[config.mk]
export PLATFORM = sky130hd
export DESIGN_NAME = mmm_operand_sreg_flat
export DESIGN_NICKNAME = d
export VERILOG_FILES = /design/src/rtl/mmm_pkg.sv /design/src/rtl/mmm_operand_sreg_if.sv /design/src/rtl/mmm_operand_sreg.sv /design/src/flat_wrapper.sv
export SDC_FILE = /design/constraint.sdc
export NUM_CORES = 1
export LEC_CHECK = 0
export CAP_MARGIN = 15
export CELL_PAD_IN_SITES_DETAIL_PLACEMENT = 2
export CELL_PAD_IN_SITES_GLOBAL_PLACEMENT = 2
export CORE_MARGIN = 1.5
export CORE_UTILIZATION = 26
export CTS_CLUSTER_SIZE = 24
export DETAILED_ROUTE_END_ITERATION = 6
export GPL_TIMING_DRIVEN = 1
export PLACE_DENSITY = 0.83
export SETUP_SLACK_MARGIN = 0.5
export SYNTH_ARGS = -nofsm -noshare
export SYNTH_HDL_FRONTEND = slang
export SYNTH_SLANG_ARGS = --single-unit
[constraint.sdc]
create_clock -name clk -period 1.9 [get_ports clk]
set_clock_uncertainty 0.1 [all_clocks]
set_input_delay 0.38 -clock clk [delete_from_list [all_inputs] [get_ports clk]]
set_output_delay 0.38 -clock clk [all_outputs]
set_load 0.1 [all_outputs]
[src/rtl/mmm_pkg.sv]
`default_nettype none
// ============================================================================
//  Module      : mmm_pkg
//  Description : Shared types and helpers for the Montgomery modular
//                multiplier operand shift register.
//                - mmm_sreg_state_t : operand register FSM states
//                - mmm_nslice()     : number of shift steps per operand pass
//  Revision    : 1.0  initial release
// ============================================================================
package mmm_pkg;

  typedef enum logic [1:0] {
    IDLE   = 2'd0,
    ACTIVE = 2'd1,
    DONE   = 2'd2
  } mmm_sreg_state_t;

  // Slices per pass; usable in localparam context.
  function automatic int mmm_nslice(input int width, input int shift);
    return width / shift;
  endfunction

endpackage
`default_nettype wire

[src/rtl/mmm_operand_sreg_if.sv]
`default_nettype none
// ============================================================================
//  Module      : mmm_operand_sreg_if
//  Description : Load handshake, control and slice-output bundle of the MMM
//                operand shift register.
//                master : drives en, clr, ld_valid, lock, reg_rji, A, shift
//                slave  : drives ld_ready, R_i, r_lsb, busy, last, done
//  Revision    : 1.0  initial release
// ============================================================================
interface mmm_operand_sreg_if #(
  parameter int WIDTH = 8,
  parameter int SHIFT = 1
);
  import mmm_pkg::*;

  logic             en;
  logic             clr;
  logic             ld_valid;
  logic             ld_ready;
  logic             lock;
  logic [WIDTH-1:0] reg_rji;
  logic [WIDTH-1:0] A;
  logic             shift;
  logic [WIDTH-1:0] R_i;
  logic [SHIFT-1:0] r_lsb;
  logic             busy;
  logic             last;
  logic             done;

  modport master (
    output en, clr, ld_valid, lock, reg_rji, A, shift,
    input  ld_ready, R_i, r_lsb, busy, last, done
  );

  modport slave (
    input  en, clr, ld_valid, lock, reg_rji, A, shift,
    output ld_ready, R_i, r_lsb, busy, last, done
  );

endinterface
`default_nettype wire

[src/rtl/mmm_operand_sreg.sv]
`default_nettype none
// ============================================================================
//  Module      : mmm_operand_sreg
//  Description : Operand register for the MMM datapath. Loads one WIDTH-bit
//                operand (A or the fed-back reg_rji, chosen by lock) and
//                shifts it out SHIFT bits per step, LSB first.
//  Ports       : clk   - rising-edge clock
//                rstb  - asynchronous active-low reset
//                bus   - mmm_operand_sreg_if.slave (enable, clear, load
//                        handshake, shift request, operand/slice outputs and
//                        busy/last/done flags)
//  Revision    : 1.0  initial release
// ============================================================================
module mmm_operand_sreg
  import mmm_pkg::*;
#(
  parameter int WIDTH  = 8,
  parameter int SHIFT  = 1,
  parameter int ROTATE = 0
) (
  input  wire logic            clk,
  input  wire logic            rstb,
  mmm_operand_sreg_if.slave    bus
);

  localparam int NSLICE = mmm_nslice(WIDTH, SHIFT);
  localparam int CNT_W  = $clog2(NSLICE) + 1;

  localparam logic [CNT_W-1:0] CNT_LAST = CNT_W'(NSLICE - 1);

  mmm_sreg_state_t  state_q, state_d;
  logic [CNT_W-1:0] cnt_q, cnt_d;
  logic [WIDTH-1:0] r_q, r_d;
  logic [WIDTH-1:0] shifted_w;
  logic [WIDTH-1:0] ld_data_w;

  // Operand after one shift step. A single slice spanning the whole word
  // has no remaining bits to move down, so it gets its own branch.
  if (SHIFT == WIDTH) begin : g_full
    if (ROTATE != 0) begin : g_full_rot
      assign shifted_w = r_q;
    end else begin : g_full_zero
      assign shifted_w = '0;
    end
  end else if (ROTATE != 0) begin : g_rot
    assign shifted_w = {r_q[SHIFT-1:0], r_q[WIDTH-1:SHIFT]};
  end else begin : g_zero
    assign shifted_w = {{SHIFT{1'b0}}, r_q[WIDTH-1:SHIFT]};
  end

  assign ld_data_w = bus.lock ? bus.reg_rji : bus.A;

  // Next-state logic. clr outranks en so a per-multiplication clear works
  // even while the datapath is stalled.
  always_comb begin
    state_d = state_q;
    cnt_d   = cnt_q;
    r_d     = r_q;
    if (bus.clr) begin
      state_d = IDLE;
      cnt_d   = '0;
      r_d     = '0;
    end else if (bus.en) begin
      case (state_q)
        IDLE: begin
          if (bus.ld_valid) begin
            r_d     = ld_data_w;
            cnt_d   = '0;
            state_d = ACTIVE;
          end
        end
        ACTIVE: begin
          if (bus.shift) begin
            r_d = shifted_w;
            if (cnt_q == CNT_LAST) begin
              cnt_d   = '0;
              state_d = DONE;
            end else begin
              cnt_d = cnt_q + CNT_W'(1);
            end
          end
        end
        DONE: begin
          // A load here chains straight into the next pass.
          if (bus.ld_valid) begin
            r_d     = ld_data_w;
            cnt_d   = '0;
            state_d = ACTIVE;
          end else begin
            state_d = IDLE;
          end
        end
        default: state_d = IDLE;
      endcase
    end
  end

  always_ff @(posedge clk or negedge rstb) begin
    if (!rstb) begin
      state_q <= IDLE;
      cnt_q   <= '0;
      r_q     <= '0;
    end else begin
      state_q <= state_d;
      cnt_q   <= cnt_d;
      r_q     <= r_d;
    end
  end

  assign bus.ld_ready = bus.en && (state_q != ACTIVE);
  assign bus.R_i      = r_q;
  assign bus.r_lsb    = r_q[SHIFT-1:0];
  assign bus.busy     = (state_q == ACTIVE);
  assign bus.last     = (state_q == ACTIVE) && (cnt_q == CNT_LAST);
  assign bus.done     = (state_q == DONE);

`ifndef SYNTHESIS
  always @(posedge clk) begin
    assert (WIDTH % SHIFT == 0)
      else $error("WIDTH must be a multiple of SHIFT");
    if (rstb && bus.en && !bus.clr && bus.shift)
      assert (state_q == ACTIVE)
        else $warning("shift ignored while not busy");
  end
`endif

endmodule
`default_nettype wire

[src/flat_wrapper.sv]
// flat-port wrapper written by rule: the top's interface ports become plain ports
module mmm_operand_sreg_flat import mmm_pkg::*;
#(
  parameter int WIDTH  = 8,
  parameter int SHIFT  = 1,
  parameter int ROTATE = 0
)
  (clk, rstb, bus_en, bus_clr, bus_ld_valid, bus_lock, bus_reg_rji, bus_A, bus_shift, bus_ld_ready, bus_R_i, bus_r_lsb, bus_busy, bus_last, bus_done);
  mmm_operand_sreg_if #(.WIDTH(WIDTH), .SHIFT(SHIFT)) bus_i ();
  input  wire logic clk;
  input  wire logic rstb;
  input wire logic [$bits(bus_i.en)-1:0] bus_en;
  input wire logic [$bits(bus_i.clr)-1:0] bus_clr;
  input wire logic [$bits(bus_i.ld_valid)-1:0] bus_ld_valid;
  input wire logic [$bits(bus_i.lock)-1:0] bus_lock;
  input wire logic [$bits(bus_i.reg_rji)-1:0] bus_reg_rji;
  input wire logic [$bits(bus_i.A)-1:0] bus_A;
  input wire logic [$bits(bus_i.shift)-1:0] bus_shift;
  output wire logic [$bits(bus_i.ld_ready)-1:0] bus_ld_ready;
  output wire logic [$bits(bus_i.R_i)-1:0] bus_R_i;
  output wire logic [$bits(bus_i.r_lsb)-1:0] bus_r_lsb;
  output wire logic [$bits(bus_i.busy)-1:0] bus_busy;
  output wire logic [$bits(bus_i.last)-1:0] bus_last;
  output wire logic [$bits(bus_i.done)-1:0] bus_done;
  assign bus_i.en = bus_en;
  assign bus_i.clr = bus_clr;
  assign bus_i.ld_valid = bus_ld_valid;
  assign bus_i.lock = bus_lock;
  assign bus_i.reg_rji = bus_reg_rji;
  assign bus_i.A = bus_A;
  assign bus_i.shift = bus_shift;
  assign bus_ld_ready = bus_i.ld_ready;
  assign bus_R_i = bus_i.R_i;
  assign bus_r_lsb = bus_i.r_lsb;
  assign bus_busy = bus_i.busy;
  assign bus_last = bus_i.last;
  assign bus_done = bus_i.done;
  mmm_operand_sreg #(.WIDTH(WIDTH), .SHIFT(SHIFT), .ROTATE(ROTATE)) u_core (.clk(clk), .rstb(rstb), .bus(bus_i));
endmodule
* Word-level counts from Yosys, hierarchy flattened
Cells that the tools add are included.
Word-level totals: register bits after elaboration 14, bits of input ports 23, output and inout bits 13, word-level logic and storage cells 39
Operators by class: $add $sub $neg 1, equal/unequal tests 8, multiplexer cells 19, reductions and logical operators 8
Operators with widths (number):
- $mux W8 | 5
- $mux W4 | 5
- $pmux W8 S2 | 1
- $mux W2 | 5
- $pmux W4 S2 | 1
- $reduce_and A4 Y1 | 2
- $ne A3 B3 Y1 const B | 2
- $pmux W2 S3 | 1
- $add A4 B1 Y4 const B | 1
- $eq A4 B3 Y1 const B | 1
- $ne A3 B1 Y1 const B | 1
- $ne A3 B2 Y1 const B | 1
- $reduce_bool A3 Y1 | 1
- $eq A2 B1 Y1 const B | 1
- $eq A2 B2 Y1 const B | 1
- $logic_and A1 B1 Y1 | 2
- $logic_not A2 Y1 | 1
- $ne A2 B1 Y1 const B | 1
- $reduce_bool A2 Y1 | 1
- $reduce_or A2 Y1 | 1
- $mux W1 | 1

* Longest topological paths before layout
depth after elaboration 6, gate-level depth with buffers 5

* Worst setup path after synthesis
OpenSTA, ideal clock, no wires.
path kind register to output, from register u_core.state_q[0], to output port bus_done, arrival 1.985 ns, data required time 1.420 ns, slack -0.565 ns, stages on the path, launching flop included 4, path through dfrtp_1 -> buf_6 -> buf_2 -> nor2b_1
Between the ends: longest elaborated chain between the ends 1
RTL lines:
- start, declared | line mmm_operand_sreg.sv:31 | mmm_sreg_state_t state_q, state_d;
- start signal, assigned | line mmm_operand_sreg.sv:104 | state_q <= state_d;
- $eq A2 B2 Y1 | line mmm_operand_sreg.sv:115 | assign bus.done = (state_q == DONE);
- end, declared | line flat_wrapper.sv:24 | output wire logic [$bits(bus_i.done)-1:0] bus_done;
Every way passes these cells.

* Worst setup path in the final report
from register u_core.cnt_q[0], to output port bus_last
Between the ends: longest elaborated chain between the ends 2
RTL lines:
- start, declared | line mmm_operand_sreg.sv:32 | logic [CNT_W-1:0] cnt_q, cnt_d;
- start signal, assigned | line mmm_operand_sreg.sv:105 | cnt_q <= cnt_d;
- $eq A4 B3 Y1 | line mmm_operand_sreg.sv:114 | assign bus.last = (state_q == ACTIVE) && (cnt_q == CNT_LAST);
- $logic_and A1 B1 Y1 | line mmm_operand_sreg.sv:114
- end, declared | line flat_wrapper.sv:23 | output wire logic [$bits(bus_i.last)-1:0] bus_last;
Every way passes these cells.

==> results.cfg <==
[status]
status = completed

[layout]
final_common_cell = clkdlybuf4s50_1
num-fill-cells = 334
area_growth_pct = 97.66
diodes = 0
layout.nets = 175
fin_util_pct = 55.33
final_layout_size_suffix_gt1_share_pct = 56.67
layout_common_cells = 18 x clkdlybuf4s50_1, 17 x buf_4, 15 x buf_12, 11 x buf_6, 10 x nor2b_1

[synth]
synth-seq-area-share_pct = 36.36
syn_area_um2 = 963.4
yosysWarnings = 0
synth_top_area_share_pct = 36.36
synth_area_leaders = dfrtp_1 36%, mux2_4 11%, mux2i_1 8.3%
synthDistinctLibCells = 30
syn_nets = 112
syn_inst = 88
syn_area_per_cell_um2 = 10.95
yosysTopAreaCell = dfrtp_1
yosys_register_bits = 14

[detailed_routing]
drtIter0Drc = 10
wire_per_inst_um = 21.99
ant_nets = 0
dr.pass1.iters = 3
viasPerCell = 5.061
finalWirelength_um = 4311
drc = 0
num_vias = 992

[floorplanning]
die_area_um2 = 4079
num_rows = 21
core_um2 = 3442
die_x_um = 63.87
initial_core_util_pct = 27.99
die_h_um = 63.87
io_pins = 36

[timing]
report.final.slew_viol_count = 0
finalSetupViolCount = 0
tightest_slew_ns = 0.3423
hold_viol = 0
rsz0062_at_grt = yes
max_freq_mhz = 556.0
slew_headroom_pct = 77.11
timing.final.crit_share_pct = 94.67
min_period_ns = 1.799

[place]
dpl.hpwl_um = 2587
portBuffers = 35
gp_congestion = 0.7510

[grt]
grtUsageMet1_pct = 24.78
track_usage_pct = 23.07
grt-ovfl-total = 0
grt-busiest-layer = met2
grt_antenna_before_repair = 0
grt_use_met2_pct = 43.62
grt_pass1_wl_um = 6900
grt_pass1_vias = 1176
globalRouteMet3Util_pct = 5.810
grt_max_degree = 18

[worst_setup_path]
cp-start-kind = flop
crit_type = flop to output port
cp.required_ns = 1.42
cp_max_fo = 2
worstSetupEndpointType = output port
arrival_ns = 1.32

[pwr]
pwr-share-clk_pct = 23.9
total_power_w = 0.001230
ir_drop_mv = 0.3544
p_comb_share_pct = 46.6
powerDensity_nw_per_um2 = 646.1
switchingPower_w = 0.0004693
p_sw_share_pct = 38.14
intPower_w = 0.0007611
leakage_nw = 0.8368
p_seq_share_pct = 29.5

[clock_network]
cts_buffers = 3
worst_skew_pair.late_latency_ns = 0.24
cts_tree = done
clockRootBuffer = clkbuf_8
cts.sinks = 14
ctsHoldBuffers = 0
cts_max_level = 1
path_clk_slew_ns = 0.06
cts_buffer_depth = 2

[flow_run]
cap_violations = 0

[worst_hold_path]
min_path_type = input port to async pin
[worst max-delay path, stage by stage (launching register included)]
cell	delay, ns
dfrtp_1	0.38
ha_2	0.21
nand3b_1	0.16
nor2_4	0.14
buf_12	0.18
[power groups by stage]
stage	combinational, W	clock, W	sequential, W
after floorplan	0.000164	0	0.000501
after global placement	0.000497	0	0.000367
after detailed placement	0.000510	0	0.000371
after CTS	0.000557	0.000303	0.000362
after global routing	0.000594	0.000310	0.000366
final	0.000574	0.000294	0.000363
[cells by family (layout without fill, tap and decap cells)]
family,after synthesis,in the layout,share of synthesized area (%)
AND/OR/NAND/NOR,29,29,22.73
buffers and inverters,11,73,7.011
AO/OA/AOI/OAI,18,18,13.38
adder cells (fa/ha/maj),1,1,1.298
multiplexers,15,15,19.22
flip-flops,14,14,36.36
[layout make-up]
cell class	count	area, um^2	share of cell area (%)
Multi-Input combinational cell	63	639.4	33.57
Tap cell	46	57.56	3.022
Timing Repair Buffer	66	768.2	40.34
Sequential cell	14	365.4	19.19
Clock buffer	4	55.05	2.891
Inverter	3	18.77	0.9855
[routing by layer]
layer	up-vias	wire length, um
li1	450	-
met1	503	1640
met2	35	2428
met3	4	200
met4	0	41
met5	-	0
[what timing repair did]
action	in CTS	in global routing
pin swaps	9	6
cloned	1	0
endpoints found under the setup margin	19	20
hold endpoints to repair	0	0
setup buffers	18	4
gates resized for setup	22	10
[metrics by stage]
step / cell area, um^2 / TNS [ns] / hold WS [ns] / instances / setup slack, ns
floorplan: 1015 / 0 / -0.01559 / 88 / 0.2322
detailed placement: 1562 / -1.510 / 0.4384 / 169 / -0.2094
global placement: 1562 / -1.168 / 0.4180 / 169 / -0.1574
finish: 1904 / 0 / 0.3035 / 196 / 0.1013
CTS: 1838 / 0 / 0.2972 / 192 / 0.1143
global route: 1904 / 0 / 0.3202 / 196 / 0.04413
[worst paths after layout]
check	endpoint	slack, ns	from	depth (start not counted)
worst min register to register	u_core.bus.R_i[7]	0.48	u_core.bus.R_i[7]	1
worst min-delay path	u_core.bus.R_i[0]	0.30	rstb	1
max in group asynchronous	u_core.bus.R_i[3]	0.93	rstb	2
worst max register to register	u_core.cnt_q[0]	0.16	u_core.cnt_q[1]	8
min in group clk	u_core.bus.R_i[7]	0.48	u_core.bus.R_i[7]	1
worst max-delay path	bus_last	0.10	u_core.cnt_q[0]	4
[cells in the mapped netlist]
cell type  count
nor2b_1       11
buf_2          3
ha_1           1
nand4_1        3
nor4_1         1
buf_4          2
nand3b_4       1
nand4b_4       1
dfrtp_1       14
and2_1         1
a21o_1         2
a22oi_1        1
mux2_4         7
o32ai_1        1
a31oi_1        1
a21oi_1        3
a311oi_1       1
and3b_1        2
nor2_1         1
nand3b_1       1
buf_6          2
a211oi_1       7
clkbuf_1       1
nand2b_1       2
nand3_1        2
mux2i_1        8
or3_1          1
nand4b_1       2
o31ai_1        2
inv_1          3
[registers in the layout (all words and copies together) (netlist names)]
| name | count |
|---|---|
| u_core.state_q | 2 |
| u_core.bus.R_i | 8 |
| u_core.cnt_q | 4 |
(Power assumes the default switching activity.)
